--- config.mk ---
export PLATFORM = sky130hd
export DESIGN_NAME = restador_arbiter
export DESIGN_NICKNAME = d
export VERILOG_FILES = /design/src/rtl/restador_arbiter.sv
export SDC_FILE = /design/constraint.sdc
export NUM_CORES = 1
export LEC_CHECK = 0
export CORE_ASPECT_RATIO = 0.6
export CORE_MARGIN = 5
export CORE_UTILIZATION = 47
export CTS_CLUSTER_SIZE = 28
export DETAILED_ROUTE_END_ITERATION = 8
export PLACE_DENSITY_LB_ADDON = 0.08
export RECOVER_POWER = 100
export SKIP_CTS_REPAIR_TIMING = 1
export SLEW_MARGIN = 25
export SYNTH_ARGS = -nofsm -noshare
export SYNTH_HDL_FRONTEND = slang
export SYNTH_SLANG_ARGS = --single-unit
export TNS_END_PERCENT = 1
--- constraint.sdc ---
create_clock -name clk_i -period 2.54 [get_ports clk_i]
set_input_delay 0.508 -clock clk_i [delete_from_list [all_inputs] [get_ports clk_i]]
set_output_delay 0.508 -clock clk_i [all_outputs]
set_load 0.03 [all_outputs]
--- src/rtl/restador_arbiter.sv ---
// ============================================================================
// restador_arbiter : two-port round-robin front end for a shared subtractor
// Rev 1.0 - initial release
// ============================================================================
`default_nettype none

module restador_arbiter #(
   parameter int DATA_W = 8
) (
   input  logic              clk_i,
   input  logic              rst_ni,
   input  logic              req0_valid_i,
   output logic              req0_ready_o,
   input  logic [DATA_W-1:0] req0_a_i,
   input  logic [DATA_W-1:0] req0_b_i,
   output logic              rsp0_valid_o,
   input  logic              rsp0_ready_i,
   input  logic              req1_valid_i,
   output logic              req1_ready_o,
   input  logic [DATA_W-1:0] req1_a_i,
   input  logic [DATA_W-1:0] req1_b_i,
   output logic              rsp1_valid_o,
   input  logic              rsp1_ready_i,
   output logic [DATA_W-1:0] result_o,
   output logic              borrow_o,
   output logic              zero_o,
   output logic              busy_o
);

   typedef enum logic [1:0] {
      S_IDLE = 2'd0,
      S_EXEC = 2'd1,
      S_RESP = 2'd2
   } state_t;

   state_t            state_q;
   logic              last_q;
   logic              owner_q;
   logic [DATA_W-1:0] a_q;
   logic [DATA_W-1:0] b_q;
   logic [DATA_W-1:0] result_q;
   logic              borrow_q;
   logic              zero_q;
   logic              rsp0_valid_q;
   logic              rsp1_valid_q;
   logic              busy_q;

   logic              idle;
   logic              gnt1;
   logic              rsp_done;
   logic [DATA_W:0]   diff_d;

   // On a tie, the port that was not served last wins; reset leaves last_q=1.
   assign idle         = (state_q == S_IDLE);
   assign gnt1         = req1_valid_i & (~req0_valid_i | ~last_q);
   assign req0_ready_o = idle & req0_valid_i & ~gnt1;
   assign req1_ready_o = idle & gnt1;

   assign rsp_done = owner_q ? rsp1_ready_i : rsp0_ready_i;
   assign diff_d   = {1'b0, a_q} - {1'b0, b_q};

   always_ff @(posedge clk_i) begin
      if (!rst_ni) begin
         state_q      <= S_IDLE;
         last_q       <= 1'b1;
         owner_q      <= 1'b0;
         a_q          <= '0;
         b_q          <= '0;
         result_q     <= '0;
         borrow_q     <= 1'b0;
         zero_q       <= 1'b0;
         rsp0_valid_q <= 1'b0;
         rsp1_valid_q <= 1'b0;
         busy_q       <= 1'b0;
      end else begin
         case (state_q)
            S_IDLE: begin
               if (req0_ready_o | req1_ready_o) begin
                  a_q     <= gnt1 ? req1_a_i : req0_a_i;
                  b_q     <= gnt1 ? req1_b_i : req0_b_i;
                  owner_q <= gnt1;
                  busy_q  <= 1'b1;
                  state_q <= S_EXEC;
               end
            end
            S_EXEC: begin
               result_q     <= diff_d[DATA_W-1:0];
               borrow_q     <= diff_d[DATA_W];
               zero_q       <= (diff_d[DATA_W-1:0] == '0);
               rsp0_valid_q <= ~owner_q;
               rsp1_valid_q <= owner_q;
               state_q      <= S_RESP;
            end
            S_RESP: begin
               if (rsp_done) begin
                  rsp0_valid_q <= 1'b0;
                  rsp1_valid_q <= 1'b0;
                  last_q       <= owner_q;
                  busy_q       <= 1'b0;
                  state_q      <= S_IDLE;
               end
            end
            default: begin
               rsp0_valid_q <= 1'b0;
               rsp1_valid_q <= 1'b0;
               busy_q       <= 1'b0;
               state_q      <= S_IDLE;
            end
         endcase
      end
   end

   assign rsp0_valid_o = rsp0_valid_q;
   assign rsp1_valid_o = rsp1_valid_q;
   assign result_o     = result_q;
   assign borrow_o     = borrow_q;
   assign zero_o       = zero_q;
   assign busy_o       = busy_q;

endmodule

`default_nettype wire

==> impl_table.tex, run 1 <==
\begin{tabular}{lr}
\hline
Metric & Value \\
\hline
\multicolumn{2}{l}{\textbf{Clock tree}} \\
Clock tree from TritonCTS & built \\
Number of clock buffers inserted by TritonCTS & 5 \\
Clock H-tree levels & 2 \\
Clock latency of the later-clocked register in the worst-skew pair & 0.28 ns \\
Clk Tree Root Cell & sky130\_fd\_sc\_hd\_\_clkbuf\_8 \\
Register clock-pin slew on the reported worst setup and hold paths & 0.07 ns \\
Clk buf depth & 2 \\
TritonCTS sink count & 33 \\
\multicolumn{2}{l}{\textbf{Drt}} \\
Starting DRC count in detailed routing & 46 \\
First-pass DRT Iterations & 4 \\
Number of nets with antenna violations after routing & 0 \\
Routed length per placed instance & 13.45 µm \\
Vias & 1530 \\
DRT Wirelength & 3942 µm \\
Detail-routed via count per cell & 5.222 \\
DRC Markers & 0 \\
\multicolumn{2}{l}{\textbf{Logic synthesis}} \\
Largest family of logic cells by synthesized area & compound AO/OA/AOI/OAI gates \\
Mux share of post-synthesis cell area & 9.652\% \\
Mapped Nets & 240 \\
Average footprint of a synthesized cell & 9.134 µm² \\
Register area share after synthesis & 37.47\% \\
Cell Area, Synth & 1763 µm² \\
Simple logic cell fraction of the synthesized area & 15.83\% \\
Syn Inst Count & 193 \\
Synthesis Warnings & 0 \\
Xor/xnor share of the synthesized area & 2.981\% \\
Distinct cell type count after synthesis & 36 \\
Synthesized-area fraction occupied by ao, oa, aoi and oai cells & 21.65\% \\
Area share of fa/ha/maj cells after synthesis & 6.813\% \\
Register bit count reported by yosys & 33 \\
\multicolumn{2}{l}{\textbf{Die}} \\
Std cell rows & 17 \\
Width of the die & 89.07 µm \\
Initial Utilization & 48.47\% \\
Number of primary I/O pins & 53 \\
Die area & 5116 µm² \\
Core area & 3637 µm² \\
Die Ht & 57.44 µm \\
\multicolumn{2}{l}{\textbf{Hold path}} \\
Worst min-delay path category & reg -> reg \\
Hold wc startpoint & result\_o[3] \\
Hold EP & result\_o[3] \\
Hold path depth & 2 \\
\multicolumn{2}{l}{\textbf{Pwr}} \\
Net switching fraction of the power & 31.84\% \\
Relative contribution of the clock network to total power & 26.4\% \\
Combinational share of power & 34.9\% \\
P per Cell Area & 666.1 nW/µm² \\
Static leakage power & 1.133 nW \\
Relative contribution of sequential cells to total power & 38.7\% \\
P\_sw & 0.5092 mW \\
Power consumption & 1.599 mW \\
Internal cell power & 1.090 mW \\
Maximum ir drop on the vdd rail & 0.5422 mV \\
\multicolumn{2}{l}{\textbf{Placement}} \\
Placed Area & 2312 µm² \\
Count of buffers from port buffering & 52 \\
Estimated wirelength of the detail-placed design & 3017 µm \\
Worst slack, placed & 0.1406 ns \\
Number of instances in the placed design & 285 \\
Placer congestion estimate & 0.7989 \\
\multicolumn{2}{l}{\textbf{Setup path}} \\
Capturing point of the worst reg2reg path & result\_o[6] \\
Data required time at the worst endpoint & 2.03 ns \\
Cell-by-cell listing of the critical path & clkdlybuf4s50\_1 -> a21boi\_2 -> nor2\_1 -> clkdlybuf4s50\_1 \\
Nature of the critical path endpoint & output pin \\
Setup slack of the worst register-to-register path & 0.50 ns \\
Crit Reg-Reg Startpoint & a\_q[0] \\
CP most frequent cell & sky130\_fd\_sc\_hd\_\_clkdlybuf4s50\_1 \\
Register-to-Register Path Depth & 9 \\
CP Data Arrival Time & 1.88 ns \\
Setup CP Type & in -> out \\
Highest fanout seen on the critical path & 3 \\
CP max stage cell & sky130\_fd\_sc\_hd\_\_clkdlybuf4s50\_1 \\
Max stage delay on crit path & 0.67 ns \\
Worst Setup Start Kind & primary input \\
\multicolumn{2}{l}{\textbf{Final layout}} \\
Filler cell count in the final layout & 292 \\
Net count reported at finish & 292 \\
Finished layout cell area & 2401 µm² \\
Layout Utilization & 66.01\% \\
Ant diodes & 0 \\
Area growth syn-to-layout & 36.20\% \\
Fraction of layout instances using a drive strength above 1 & 6.098\% \\
Commonest cells after routing, fill and taps aside & sky130\_fd\_sc\_hd\_\_clkdlybuf4s50\_1, sky130\_fd\_sc\_hd\_\_nand2\_1, sky130\_fd\_sc\_hd\_\_dfxtp\_1 \\
Most common cell after layout, fill and taps aside & sky130\_fd\_sc\_hd\_\_clkdlybuf4s50\_1 \\
Layout Cells excl Fill & 293 \\
\multicolumn{2}{l}{\textbf{Timing}} \\
Total Negative Setup Slacks & 0 ns \\
Maximum frequency from static timing analysis & 418.3 MHz \\
Final setup violation count & 0 \\
Hold slack & 0.4693 ns \\
Pins Over Slew Limit & 0 \\
RSZ-0062 raised after global routing & false \\
Slew of the pin with the lowest slew margin & 1.323 ns \\
Max-slew headroom & 11.82\% \\
Final Cycle Share & 94.11\% \\
Crit path time final & 2.390 ns \\
Final count of hold timing violations & 0 \\
Worst-case clock skew & 0.005956 ns \\
Worst-case setup margin in the final layout & 0.1496 ns \\
\multicolumn{2}{l}{\textbf{GRT}} \\
GRT Total Usage & 16.08\% \\
Wire length of the first global-routing pass & 6458 µm \\
Via count of the first global-routing pass & 1546 \\
Remaining global-route overflow & 0 \\
Initial antenna violation count & 0 \\
Maximum number of pins on one net before global-route repair & 35 \\
\multicolumn{2}{l}{\textbf{Outcome}} \\
Status & completed \\
\multicolumn{2}{l}{\textbf{Run}} \\
Number of violations of the max-capacitance limit & 0 \\
\hline
\end{tabular}
==> layer usage <==
metal / routed length (µm) / up-vias / global-route usage, %
met5: 0 / - / 0
met4: 12 / 0 / 4.459
met3: 282 / 2 / 5.483
met2: 1863 / 35 / 28.22
met1: 1783 / 719 / 18.62
li1: - / 774 / -
==> sequential cells by signal, indices dropped and copies added (netlist names) <==
signal,flops
b_q,8
result_o,8
busy_o,1
borrow_o,1
owner_q,1
zero_o,1
a_q,8
rsp1_valid_o,1
state_q,2
rsp0_valid_o,1
last_q,1
==> how the worst max path moves through the flow <==
stage	start	endpoint	slack [ns]	depth (start not counted)
after floorplan	req1_valid_i	req0_ready_o	0.63	4
after global placement	req0_valid_i	req0_ready_o	0.18	4
after detailed placement	req1_valid_i	req0_ready_o	0.14	4
after CTS	req1_valid_i	req0_ready_o	0.13	4
after global routing	req1_valid_i	req1_ready_o	0.04	5
final	req0_valid_i	req0_ready_o	0.15	4
==> kinds of logic (layout without fill, tap and decap cells) <==
kind of cell,after synthesis,after routing
DFF,33,33
adders and majority gates,9,9
xor gates and xnor gates,6,6
and+or+nand+nor,59,59
AOI/OAI and AO/OA,48,48
buffers and inverters,21,74
muxes,17,17
==> cell usage after synthesis <==
| cell | n | area, µm² |
|---|---|---|
| sky130_fd_sc_hd__ha_1 | 8 | 100.1 |
| sky130_fd_sc_hd__and2_1 | 4 | 25.02 |
| sky130_fd_sc_hd__xnor2_1 | 4 | 35.03 |
| sky130_fd_sc_hd__mux2i_1 | 17 | 170.2 |
| sky130_fd_sc_hd__buf_4 | 2 | 15.01 |
| sky130_fd_sc_hd__nand3_1 | 2 | 10.01 |
| sky130_fd_sc_hd__buf_6 | 1 | 11.26 |
| sky130_fd_sc_hd__a21boi_0 | 6 | 45.04 |
| sky130_fd_sc_hd__o211ai_2 | 1 | 12.51 |
| sky130_fd_sc_hd__a22oi_1 | 1 | 7.510 |
| sky130_fd_sc_hd__a211o_1 | 1 | 8.760 |
| sky130_fd_sc_hd__buf_2 | 4 | 20.02 |
| sky130_fd_sc_hd__nor2b_1 | 6 | 37.54 |
| sky130_fd_sc_hd__fa_1 | 1 | 20.02 |
| sky130_fd_sc_hd__a21boi_2 | 1 | 11.26 |
| sky130_fd_sc_hd__nand2_1 | 34 | 127.6 |
| sky130_fd_sc_hd__dfxtp_1 | 33 | 660.6 |
| sky130_fd_sc_hd__a21oi_1 | 10 | 50.05 |
| sky130_fd_sc_hd__nand4_1 | 2 | 12.51 |
| sky130_fd_sc_hd__xor2_1 | 2 | 17.52 |
| sky130_fd_sc_hd__nand2b_1 | 2 | 12.51 |
| sky130_fd_sc_hd__a211oi_2 | 1 | 12.51 |
| sky130_fd_sc_hd__o21ai_0 | 5 | 25.02 |
| sky130_fd_sc_hd__and3b_1 | 1 | 8.760 |
| sky130_fd_sc_hd__nand4b_1 | 1 | 8.760 |
| sky130_fd_sc_hd__nand3b_1 | 1 | 7.510 |
| sky130_fd_sc_hd__nand2b_2 | 1 | 8.760 |
| sky130_fd_sc_hd__inv_1 | 10 | 37.54 |
| sky130_fd_sc_hd__o21bai_1 | 1 | 7.510 |
| sky130_fd_sc_hd__a31oi_1 | 1 | 6.260 |
| sky130_fd_sc_hd__nor2_1 | 4 | 15.01 |
| sky130_fd_sc_hd__o211a_1 | 18 | 180.2 |
| sky130_fd_sc_hd__a21o_1 | 1 | 7.510 |
| sky130_fd_sc_hd__nor3_1 | 1 | 5.000 |
| sky130_fd_sc_hd__clkbuf_1 | 4 | 15.01 |
| sky130_fd_sc_hd__o21a_1 | 1 | 7.510 |
==> power by group through the flow <==
stage	registers [mW]	logic [mW]	clock network, mW
after floorplan	0.670	0.352	0
after global placement	0.630	0.557	0
after detailed placement	0.633	0.571	0
after CTS	0.621	0.576	0.439
after global routing	0.628	0.616	0.459
final	0.619	0.558	0.422
==> critical path: cells and delay by family <==
family	cells	cell delay, ns
AND/OR/NAND/NOR	1	0.10
buffers and inverters	2	1.20
AO/OA/AOI/OAI	1	0.08
==> final cells by class <==
| cell class | instances | area [µm²] | share of cell area [%] |
|---|---|---|---|
| Inverter | 10 | 37.54 | 1.563 |
| Multi-Input combinational cell | 139 | 998.5 | 41.58 |
| Clock buffer | 7 | 96.34 | 4.013 |
| Tap cell | 47 | 58.81 | 2.449 |
| Sequential cell | 33 | 660.6 | 27.51 |
| Clock inverter | 1 | 5.005 | 0.2084 |
| Timing Repair Buffer | 56 | 544.3 | 22.67 |
No activity file was read; power rests on OpenSTA's default activity.
==> run 2, diff against run 1 <==
--- a/config.mk
+++ b/config.mk
@@ -8,10 +8,12 @@
 export CORE_ASPECT_RATIO = 0.6
 export CORE_MARGIN = 5
 export CORE_UTILIZATION = 47
-export CTS_CLUSTER_SIZE = 28
+export CTS_CLUSTER_SIZE = 25
 export DETAILED_ROUTE_END_ITERATION = 8
+export MAX_ROUTING_LAYER = met4
 export PLACE_DENSITY_LB_ADDON = 0.08
 export RECOVER_POWER = 100
+export SETUP_SLACK_MARGIN = 0.3
 export SKIP_CTS_REPAIR_TIMING = 1
 export SLEW_MARGIN = 25
 export SYNTH_ARGS = -nofsm -noshare
==> impl_table.tex, run 2 (same netlist as run 1, synthesis figures left out) <==
\begin{tabular}{lr}
\hline
Metric & Value \\
\hline
\multicolumn{2}{l}{\textbf{Outcome}} \\
Status & completed \\
\multicolumn{2}{l}{\textbf{GRT}} \\
Initial antenna violation count & 0 \\
Remaining global-route overflow & 0 \\
GRT Total Usage & 16.57\% \\
Wire length of the first global-routing pass & 6458 µm \\
Via count of the first global-routing pass & 1546 \\
Maximum number of pins on one net before global-route repair & 35 \\
\multicolumn{2}{l}{\textbf{Setup path}} \\
Data required time at the worst endpoint & 2.03 ns \\
CP Data Arrival Time & 1.84 ns \\
Highest fanout seen on the critical path & 17 \\
Worst Setup Start Kind & primary input \\
Setup CP Type & in -> out \\
Nature of the critical path endpoint & output pin \\
Register-to-Register Path Depth & 9 \\
\multicolumn{2}{l}{\textbf{Die}} \\
Core area & 3637 µm² \\
Die Ht & 57.44 µm \\
Std cell rows & 17 \\
Initial Utilization & 48.47\% \\
Number of primary I/O pins & 53 \\
Width of the die & 89.07 µm \\
Die area & 5116 µm² \\
\multicolumn{2}{l}{\textbf{Hold path}} \\
Worst min-delay path category & reg -> reg \\
Hold path depth & 2 \\
\multicolumn{2}{l}{\textbf{Placement}} \\
Placer congestion estimate & 0.8104 \\
Count of buffers from port buffering & 52 \\
Number of instances in the placed design & 285 \\
Estimated wirelength of the detail-placed design & 3017 µm \\
\multicolumn{2}{l}{\textbf{Pwr}} \\
P per Cell Area & 667.1 nW/µm² \\
Maximum ir drop on the vdd rail & 0.5422 mV \\
Static leakage power & 1.131 nW \\
\multicolumn{2}{l}{\textbf{Drt}} \\
DRT Wirelength & 3951 µm \\
Routed length per placed instance & 13.48 µm \\
Number of nets with antenna violations after routing & 0 \\
DRC Markers & 0 \\
Detail-routed via count per cell & 5.225 \\
Starting DRC count in detailed routing & 46 \\
Vias & 1531 \\
First-pass DRT Iterations & 4 \\
\multicolumn{2}{l}{\textbf{Final layout}} \\
Net count reported at finish & 292 \\
Area growth syn-to-layout & 35.84\% \\
Fraction of layout instances using a drive strength above 1 & 6.098\% \\
Most common cell after layout, fill and taps aside & sky130\_fd\_sc\_hd\_\_clkdlybuf4s50\_1 \\
Ant diodes & 0 \\
Layout Cells excl Fill & 293 \\
Commonest cells after routing, fill and taps aside & sky130\_fd\_sc\_hd\_\_clkdlybuf4s50\_1, sky130\_fd\_sc\_hd\_\_nand2\_1, sky130\_fd\_sc\_hd\_\_dfxtp\_1 \\
\multicolumn{2}{l}{\textbf{Timing}} \\
RSZ-0062 raised after global routing & true \\
Final Cycle Share & 92.48\% \\
Pins Over Slew Limit & 0 \\
Crit path time final & 2.349 ns \\
Maximum frequency from static timing analysis & 425.7 MHz \\
Final count of hold timing violations & 0 \\
Final setup violation count & 0 \\
Worst-case clock skew & 0.005970 ns \\
Total Negative Setup Slacks & 0 ns \\
Slew of the pin with the lowest slew margin & 1.322 ns \\
Max-slew headroom & 11.85\% \\
\multicolumn{2}{l}{\textbf{Clock tree}} \\
Clk Tree Root Cell & sky130\_fd\_sc\_hd\_\_clkbuf\_8 \\
TritonCTS sink count & 33 \\
Clock latency of the later-clocked register in the worst-skew pair & 0.28 ns \\
Number of clock buffers inserted by TritonCTS & 5 \\
Register clock-pin slew on the reported worst setup and hold paths & 0.07 ns \\
Clk buf depth & 2 \\
Clock H-tree levels & 2 \\
Clock tree from TritonCTS & built \\
\multicolumn{2}{l}{\textbf{Run}} \\
Number of violations of the max-capacitance limit & 0 \\
\hline
\end{tabular}
==> run 2: cell types whose count changed in the layout (fill, tap and decap cells not counted) <==
cell | before | now
sky130_fd_sc_hd__clkdlybuf4s50_1 | 37 | 36
sky130_fd_sc_hd__clkbuf_4 | 1 | 0
sky130_fd_sc_hd__buf_4 | 3 | 4
sky130_fd_sc_hd__clkbuf_1 | 1 | 2
==> run 2: final timing paths <==
check | start | endpoint | slack [ns]
setup / recovery | req1_valid_i | req1_ready_o | 0.19
hold reg to reg | result_o[3] | result_o[3] | 0.47
hold / removal | result_o[3] | result_o[3] | 0.47
setup reg to reg | a_q[0] | result_o[6] | 0.50
==> run 2: power by group <==
part	internal [mW]	switching [mW]
clock network	0.245	0.177
registers	0.581	0.0384
logic	0.262	0.294
total	1.09	0.509
==> run 2: routing by layer <==
layer,up-vias,global-route usage (%),part of all wire (%)
li1,773,-,-
met4,0,4.459,0.30
met2,35,28.22,47
met5,-,-,0
met3,2,5.339,7.0
met1,721,18.71,45
==> run 2: worst max-delay path: stages <==
cell                              delay (ns)
sky130_fd_sc_hd__clkdlybuf4s50_1        0.49
sky130_fd_sc_hd__a21boi_2               0.18
sky130_fd_sc_hd__buf_4                  0.30
sky130_fd_sc_hd__and2_1                 0.20
sky130_fd_sc_hd__buf_4                  0.16
==> run 2: area by class of cell <==
cell class	instances	area, µm²
timing repair buffer	56	538.0
tap	47	58.81
clock buffer	7	96.34
clock inverter	1	5.005
sequential	33	660.6
fill	294	1242
inverter	10	37.54
multi-input combinational	139	998.5
==> run 2: stage by stage <==
step	hold slack, ns	instance area (µm²)	power (mW)	util, %	setup slack [ns]
floorplan	0.4718	1763	1.022	-	0.6292
global placement	0.4577	2312	1.187	63.57	0.1807
detailed placement	0.4604	2312	1.204	63.57	0.1406
CTS	0.4713	2414	1.636	66.36	0.1336
global route	0.5095	2395	1.700	65.84	0.08579
finish	0.4693	2395	1.597	65.84	0.1911
==> run 3, diff against run 2 <==
--- a/config.mk
+++ b/config.mk
@@ -5,8 +5,9 @@
 export SDC_FILE = /design/constraint.sdc
 export NUM_CORES = 1
 export LEC_CHECK = 0
+export CAP_MARGIN = 15
 export CORE_ASPECT_RATIO = 0.6
-export CORE_MARGIN = 5
+export CORE_MARGIN = 4
 export CORE_UTILIZATION = 47
 export CTS_CLUSTER_SIZE = 25
 export DETAILED_ROUTE_END_ITERATION = 8
==> impl_table.tex, run 3 (same netlist as run 1, synthesis figures left out) <==
\begin{tabular}{lr}
\hline
Metric & Value \\
\hline
\multicolumn{2}{l}{\textbf{Pwr}} \\
Relative contribution of the clock network to total power & 26.5\% \\
Combinational share of power & 35.0\% \\
Internal cell power & 1.089 mW \\
Relative contribution of sequential cells to total power & 38.5\% \\
P\_sw & 0.5182 mW \\
Static leakage power & 1.130 nW \\
Net switching fraction of the power & 32.25\% \\
Maximum ir drop on the vdd rail & 0.3755 mV \\
P per Cell Area & 671.7 nW/µm² \\
\multicolumn{2}{l}{\textbf{Timing}} \\
Hold slack & 0.4628 ns \\
Max-slew headroom & 14.98\% \\
Worst-case clock skew & 0.004584 ns \\
Slew of the pin with the lowest slew margin & 1.275 ns \\
Total Negative Setup Slacks & 0 ns \\
Final setup violation count & 0 \\
Final Cycle Share & 93.21\% \\
Crit path time final & 2.367 ns \\
Maximum frequency from static timing analysis & 422.4 MHz \\
RSZ-0062 raised after global routing & true \\
Final count of hold timing violations & 0 \\
Pins Over Slew Limit & 0 \\
\multicolumn{2}{l}{\textbf{Drt}} \\
Vias & 1511 \\
Number of nets with antenna violations after routing & 0 \\
Detail-routed via count per cell & 5.192 \\
First-pass DRT Iterations & 4 \\
Routed length per placed instance & 13.23 µm \\
Starting DRC count in detailed routing & 51 \\
DRC Markers & 0 \\
DRT Wirelength & 3850 µm \\
\multicolumn{2}{l}{\textbf{Placement}} \\
Number of instances in the placed design & 283 \\
Count of buffers from port buffering & 52 \\
Placer congestion estimate & 0.7878 \\
Estimated wirelength of the detail-placed design & 2894 µm \\
\multicolumn{2}{l}{\textbf{Setup path}} \\
Number of buffers and inverters on the critical path & 3 \\
Data required time at the worst endpoint & 2.03 ns \\
Nature of the critical path endpoint & output pin \\
CP Data Arrival Time & 1.86 ns \\
Cell-by-cell listing of the critical path & clkdlybuf4s50\_1 -> a21boi\_2 -> clkbuf\_4 -> and2\_1 -> buf\_4 \\
CP max stage cell & sky130\_fd\_sc\_hd\_\_clkdlybuf4s50\_1 \\
Worst Setup Start Kind & primary input \\
Setup CP Type & in -> out \\
Highest fanout seen on the critical path & 17 \\
Max stage delay on crit path & 0.47 ns \\
Cell family contributing the most delay on the critical path & buffers and inverters \\
\multicolumn{2}{l}{\textbf{Die}} \\
Initial Utilization & 51.50\% \\
Width of the die & 87.07 µm \\
Std cell rows & 16 \\
Number of primary I/O pins & 53 \\
Die area & 4827 µm² \\
Die Ht & 55.44 µm \\
Core area & 3423 µm² \\
\multicolumn{2}{l}{\textbf{GRT}} \\
Wire length of the first global-routing pass & 6789 µm \\
Maximum number of pins on one net before global-route repair & 35 \\
Remaining global-route overflow & 0 \\
Initial antenna violation count & 0 \\
GRT Total Usage & 17.56\% \\
Via count of the first global-routing pass & 1521 \\
\multicolumn{2}{l}{\textbf{Final layout}} \\
Fraction of layout instances using a drive strength above 1 & 6.098\% \\
Ant diodes & 0 \\
Area growth syn-to-layout & 35.70\% \\
Filler cell count in the final layout & 283 \\
Layout Cells excl Fill & 291 \\
Net count reported at finish & 292 \\
Most common cell after layout, fill and taps aside & sky130\_fd\_sc\_hd\_\_clkdlybuf4s50\_1 \\
Commonest cells after routing, fill and taps aside & sky130\_fd\_sc\_hd\_\_clkdlybuf4s50\_1, sky130\_fd\_sc\_hd\_\_nand2\_1, sky130\_fd\_sc\_hd\_\_dfxtp\_1 \\
\multicolumn{2}{l}{\textbf{Clock tree}} \\
Clock latency of the later-clocked register in the worst-skew pair & 0.28 ns \\
Clock tree from TritonCTS & built \\
Clock H-tree levels & 2 \\
Clk buf depth & 2 \\
Clk Tree Root Cell & sky130\_fd\_sc\_hd\_\_clkbuf\_8 \\
TritonCTS sink count & 33 \\
Register clock-pin slew on the reported worst setup and hold paths & 0.06 ns \\
Number of clock buffers inserted by TritonCTS & 5 \\
\multicolumn{2}{l}{\textbf{Run}} \\
Number of violations of the max-capacitance limit & 0 \\
\multicolumn{2}{l}{\textbf{Hold path}} \\
Worst min-delay path category & reg -> reg \\
\multicolumn{2}{l}{\textbf{Outcome}} \\
Status & completed \\
\hline
\end{tabular}
[run 3: final timing paths]
kind / slack, ns / depth (start not counted) / to / start
hold reg to reg: 0.46 / 2 / result_o[4] / result_o[4]
setup reg to reg: 0.50 / 9 / result_o[6] / a_q[0]
hold / removal: 0.46 / 2 / result_o[4] / result_o[4]
setup / recovery: 0.17 / 5 / req1_ready_o / req1_valid_i
[run 3: power groups by stage]
| stage | sequential [mW] | combinational, mW | clock, mW |
|---|---|---|---|
| final | 0.619 | 0.563 | 0.425 |
| after CTS | 0.620 | 0.582 | 0.439 |
| after global placement | 0.628 | 0.559 | 0 |
| after detailed placement | 0.632 | 0.574 | 0 |
| after global routing | 0.626 | 0.621 | 0.462 |
| after floorplan | 0.670 | 0.352 | 0 |
[run 3: routing by layer]
| layer | GRT usage, % | up-vias | part of all wire (%) |
|---|---|---|---|
| li1 | - | 773 | - |
| met1 | 21.07 | 692 | 45 |
| met2 | 29.08 | 39 | 47 |
| met3 | 5.201 | 7 | 7.4 |
| met4 | 3.778 | 0 | 1.0 |
| met5 | - | - | 0 |
[run 3: area by class of cell]
class                      instances  area, µm²  area share (%)
clock buffer                       7      96.34           4.027
clock inverter                     1      5.005          0.2092
inverter                          10      37.54           1.569
multi-input combinational        139      998.5           41.74
sequential                        33      660.6           27.62
tap                               45      56.30           2.354
timing repair buffer              56      538.0           22.49
[run 3: worst reg2reg max path, stage by stage (launching register included)]
cell and delay [ns]:
sky130_fd_sc_hd__dfxtp_1 0.33, sky130_fd_sc_hd__inv_1 0.05, sky130_fd_sc_hd__ha_1 0.22, sky130_fd_sc_hd__fa_1 0.41
sky130_fd_sc_hd__nand2b_2 0.21, sky130_fd_sc_hd__a21oi_1 0.14, sky130_fd_sc_hd__a211oi_1 0.09, sky130_fd_sc_hd__xnor2_1 0.22
sky130_fd_sc_hd__o21ai_0 0.10, sky130_fd_sc_hd__and2_1 0.17
[run 3: stage by stage]
stage / power, mW / setup slack [ns] / utilization [%] / cell area, µm²
global route: 1.709 / 0.07500 / 69.88 / 2392
global placement: 1.187 / 0.1764 / 67.47 / 2310
CTS: 1.642 / 0.1485 / 70.43 / 2411
floorplan: 1.022 / 0.6292 / - / 1763
finish: 1.607 / 0.1725 / 69.88 / 2392
detailed placement: 1.205 / 0.1545 / 67.47 / 2310
